--- src/rtl/keypad_encoder_8to3_if.sv ---
// Event bus from the keypad encoder to the display path.
// The producer holds code/multi while valid is high until ready is seen.
interface keypad_encoder_8to3_if;
   logic [2:0] code;
   logic       valid;
   logic       ready;
   logic       multi;

   modport master (
      output code,
      output valid,
      output multi,
      input  ready
   );

   modport slave (
      input  code,
      input  valid,
      input  multi,
      output ready
   );
endinterface

--- src/rtl/keypad_encoder_8to3.sv ---
// Eight raw push-buttons to a 3-bit press index: sync, debounce,
// rising-edge detect, priority encode, one-entry valid/ready register.
module keypad_encoder_8to3 #(
   parameter int DEBOUNCE_CYCLES = 4
) (
   input  logic                  clk,
   input  logic                  reset_n,
   input  logic [7:0]            btn,
   keypad_encoder_8to3_if.master evt,
   output logic                  overrun,
   output logic                  any_pressed
);
   localparam int CW = $clog2(DEBOUNCE_CYCLES + 1);
   localparam logic [CW-1:0] CNT_MAX  = CW'(DEBOUNCE_CYCLES);
   localparam logic [CW-1:0] CNT_LAST = CW'(DEBOUNCE_CYCLES - 1);

   typedef enum logic {
      EMPTY = 1'b0,
      FULL  = 1'b1
   } state_t;

   state_t        state;
   state_t        state_nx;
   logic [7:0]    s1;
   logic [7:0]    s2;
   logic [7:0]    s2_prev;
   logic [7:0]    stable;
   logic [7:0]    stable_prev;
   logic [7:0]    rise;
   logic [CW-1:0] cnt;
   logic [2:0]    enc;
   logic [2:0]    code;
   logic [2:0]    code_nx;
   logic          multi;
   logic          multi_nx;
   logic          multi_n;
   logic          overrun_nx;

   // One counter serves the whole vector: any bit change restarts it.
   always_ff @(posedge clk) begin
      if (!reset_n) begin
         s1          <= '0;
         s2          <= '0;
         s2_prev     <= '0;
         cnt         <= '0;
         stable      <= '0;
         stable_prev <= '0;
         any_pressed <= 1'b0;
      end else begin
         s1          <= btn;
         s2          <= s1;
         s2_prev     <= s2;
         stable_prev <= stable;
         if (s2 != s2_prev) begin
            cnt <= '0;
         end else begin
            if (cnt != CNT_MAX) cnt <= cnt + CW'(1);
            if (cnt == CNT_LAST) begin
               stable      <= s2;
               any_pressed <= |s2;
            end
         end
      end
   end

   always_comb begin
      rise    = stable & ~stable_prev;
      multi_n = $countones(stable) > 1;
      enc     = 3'd0;
      for (int i = 0; i < 8; i++) begin
         if (rise[i]) enc = 3'(i);
      end
   end

   always_comb begin
      state_nx   = state;
      code_nx    = code;
      multi_nx   = multi;
      overrun_nx = overrun;
      unique case (state)
         EMPTY: begin
            if (|rise) begin
               code_nx  = enc;
               multi_nx = multi_n;
               state_nx = FULL;
            end
         end
         FULL: begin
            if (evt.ready) begin
               overrun_nx = 1'b0;
               if (|rise) begin
                  code_nx  = enc;
                  multi_nx = multi_n;
               end else begin
                  state_nx = EMPTY;
               end
            end else if (|rise) begin
               overrun_nx = 1'b1;
            end
         end
         default: state_nx = EMPTY;
      endcase
   end

   always_ff @(posedge clk) begin
      if (!reset_n) begin
         state   <= EMPTY;
         code    <= '0;
         multi   <= 1'b0;
         overrun <= 1'b0;
      end else begin
         state   <= state_nx;
         code    <= code_nx;
         multi   <= multi_nx;
         overrun <= overrun_nx;
      end
   end

   assign evt.code  = code;
   assign evt.multi = multi;
   assign evt.valid = (state == FULL);
endmodule
--- src/flat_wrapper.sv ---
// flat-port wrapper written by rule: the top's interface ports become plain ports
module keypad_encoder_8to3_flat 
#(
   parameter int DEBOUNCE_CYCLES = 4
)
  (clk, reset_n, btn, overrun, any_pressed, evt_code, evt_valid, evt_multi, evt_ready);
  keypad_encoder_8to3_if evt_i ();
  input  logic clk;
  input  logic reset_n;
  input  logic [7:0] btn;
  output logic overrun;
  output logic any_pressed;
  output wire logic [$bits(evt_i.code)-1:0] evt_code;
  output wire logic [$bits(evt_i.valid)-1:0] evt_valid;
  output wire logic [$bits(evt_i.multi)-1:0] evt_multi;
  input wire logic [$bits(evt_i.ready)-1:0] evt_ready;
  assign evt_code = evt_i.code;
  assign evt_valid = evt_i.valid;
  assign evt_multi = evt_i.multi;
  assign evt_i.ready = evt_ready;
  keypad_encoder_8to3 #(.DEBOUNCE_CYCLES(DEBOUNCE_CYCLES)) u_core (.clk(clk), .reset_n(reset_n), .btn(btn), .evt(evt_i), .overrun(overrun), .any_pressed(any_pressed));
endmodule
--- config.mk ---
export PLATFORM = sky130hd
export DESIGN_NAME = keypad_encoder_8to3_flat
export DESIGN_NICKNAME = d
export VERILOG_FILES = /design/src/rtl/keypad_encoder_8to3_if.sv /design/src/rtl/keypad_encoder_8to3.sv /design/src/flat_wrapper.sv
export SDC_FILE = /design/constraint.sdc
export NUM_CORES = 1
export LEC_CHECK = 0
export CAP_MARGIN = 20
export CELL_PAD_IN_SITES_DETAIL_PLACEMENT = 0
export CELL_PAD_IN_SITES_GLOBAL_PLACEMENT = 1
export CORE_ASPECT_RATIO = 1.1
export CORE_MARGIN = 10
export CORE_UTILIZATION = 25
export DETAILED_ROUTE_END_ITERATION = 7
export PLACE_DENSITY = 0.55
export SLEW_MARGIN = 0
export SYNTH_ARGS = -nofsm -noshare
export SYNTH_HDL_FRONTEND = slang
export SYNTH_SLANG_ARGS = --single-unit
--- constraint.sdc ---
create_clock -name clk -period 3.1 [get_ports clk]
set_clock_uncertainty 0.15 [all_clocks]
set_input_delay 0.62 -clock clk [delete_from_list [all_inputs] [get_ports clk]]
set_output_delay 0.62 -clock clk [all_outputs]
set_load 0.02 [all_outputs]
==> metrics.cfg <==
[layout]
nets = 222
fill_cells = 799
syn_to_final_growth_pct = 20.6
antenna_cells = 0
drive_above_1_share_pct = 11.6
seq_area_um2 = 1000
multi_input_area_um2 = 896
finalNonFillerCells = 304

[global_routing]
top_usage_layer = met2
grt_pass1_wl_um = 5600
grt_pass1_vias = 1180
met1_usage_pct = 6.58
gr-usage-met3_pct = 2.55
grt_max_degree = 26
antenna_found_initial = 0
grt_remaining_overflow = 0
grtUsageMet2_pct = 9.50
track_usage_pct = 5.86

[route]
ant_nets = 0
wire_per_inst_um = 10.5
drt_iter0_drc = 12
firstDrtPassIters = 3
postRouteWirelength_um = 3200
drcViolationCount = 0
vias_per_cell = 3.81
via_count = 1157

[synth]
synthCells = 176
synthFlopType = dfxtp_1
synth_most_common_cell = dfxtp_1
yosys_register_bits = 50
synth_top_cell_area_share_pct = 51.1
yosysTopAreaCell = dfxtp_1
yosysWarnings = 0
syn-num-nets = 200
ys_seq_area_share_pct = 51.1
synth_edf_count = 0
syn_area_um2 = 1960
synth_area_leaders = dfxtp_1 (51%), and2_1 (10%), ha_1 (5.7%), mux2_2 (4.6%), fa_1 (4.1%)
synth-async-reset-ratio_pct = 0
syn_avg_cell_area_um2 = 11.1
yosysUniqueCellTypes = 33
synth_common_cells = dfxtp_1 (50), and2_1 (32), inv_1 (14), ha_1 (9), xnor2_1 (9)

[sta]
hold_ws_ps = 286
relSlewSlack_pct = 72.9
slew_violations = 0
tightest_slew_ps = 405
setup_viol = 0
rsz0062_at_grt = false
setup_ws_ps = 307
tns_ps = 0
min_period_ps = 2790
hold_violations = 0
period_share_pct = 90.1
fmax_mhz = 358

[floorplan]
die_area_um2 = 11800
fp.dieH_um = 113
core_um2 = 7560
initial_core_util_pct = 25.9
row_count = 33
die_w_um = 104
io_pins = 18

[clock_network]
h-tree-depth = 2
hold_buffers = 0
clk_latency_ps = 300
postCtsSetupBuffers = 0
cts_buffer_depth = 2
cts_tree = built
cts_buffers = 5
cts-root-buf = clkbuf_8
clk_transition_reported_paths_ps = 90
cts-resized-gates = 0
cts.sinks = 50

[place]
globalplace.congestion = 0.678
hpwlAfterDp_um = 2470
placement.io_buffers = 17
dp.cells = 296
post-place-ws_ps = 295

[run_status]
status = finished clean

[power_and_ir_drop]
total_power_mw = 1.15
p_leak_nw = 0.949
ir_drop_uv = 205
pwr_density_cell_nw_per_um2 = 488

[critical_path]
cp.arrival_ps = 2830
start_kind = register
required_ps = 3140
worst-setup-path-type = reg2reg
path_max_fanout = 3
cp-end-kind = register

[hold_path]
min_path_type = reg2reg

[flow_run]
cap_violations = 0

-- worst max-delay path, cell delays in order, from the launching register on --
cell and delay [ps]:
dfxtp_1 350, ha_1 230, fa_1 510, fa_1 550
ha_1 140, inv_1 40, fa_1 460, and4b_1 210
nor3_2 40
-- layout make-up --
type                    instances  share of cell area, %
clock buffers                   7                   3.23
clock inverters                 1                   1.27
inverters                      14                   2.22
multi-input cells             109                   37.9
flip-flops and latches         50                   42.3
well taps                     105                   5.56
repair buffers                 18                   7.51
-- layer usage --
metal / share of wire (%) / up-vias
li1: - / 616
met1: 47 / 517
met2: 46 / 20
met3: 6.0 / 4
met4: 0.97 / 0
met5: 0 / -
-- path summary, 6_finish.rpt --
| kind | start | end | slack [ps] | depth (start not counted) |
|---|---|---|---|---|
| worst min-delay path | u_core.s1[7] | u_core.s2[7] | 290 | 1 |
| worst max register to register | u_core.stable[6] | u_core.evt.multi | 310 | 8 |
| worst max-delay path | u_core.stable[6] | u_core.evt.multi | 310 | 8 |
| worst min register to register | u_core.s1[7] | u_core.s2[7] | 290 | 1 |
-- sequential cells by signal, summed over array words and instances, names as in the netlist --
signal / count
u_core.evt.multi: 1
u_core.any_pressed: 1
u_core.overrun: 1
u_core.s2_prev: 8
u_core.evt.valid: 1
u_core.s2: 8
u_core.stable: 8
u_core.cnt: 3
u_core.s1: 8
u_core.evt.code: 3
u_core.stable_prev: 8
-- kinds of logic after synthesis --
logic type | share of synthesized area (%)
AOI/OAI and AO/OA | 4.85
xor gates and xnor gates | 4.02
adders and majority gates | 9.83
buffers and inverters | 3.25
DFF | 51.1
muxes | 5.11
and+or+nand+nor | 21.9
-- per-stage QoR --
stage	cell area, um^2	util, %
CTS	2360	31.3
global route	2360	31.3
detailed placement	2260	29.9
global placement	2260	29.9
finish	2360	31.3
floorplan	1960	-
-- power by group --
group	leakage [nW]	internal [mW]	switching, mW
sequential	0.407	0.656	0.00692
clock	0.0524	0.242	0.202
combinational	0.490	0.0276	0.0201
-- layout by cell type (no fill, tap or decap), types with 2 or more instances in the layout --
cell type,synthesis,final
clkbuf_1,3,2
nand2b_4,4,4
nand2_1,7,7
o21ai_0,2,2
xnor2_1,9,9
and2_1,32,32
clkbuf_8,0,5
nand4_1,2,2
nor4_1,3,3
fa_1,4,4
a21oi_1,5,5
dfxtp_1,50,50
inv_1,14,14
mux2_2,8,8
clkdlybuf4s50_1,0,17
or2b_1,2,2
ha_1,9,9
nor2_1,5,5
Note: power is estimated with default switching activity, not from simulation.
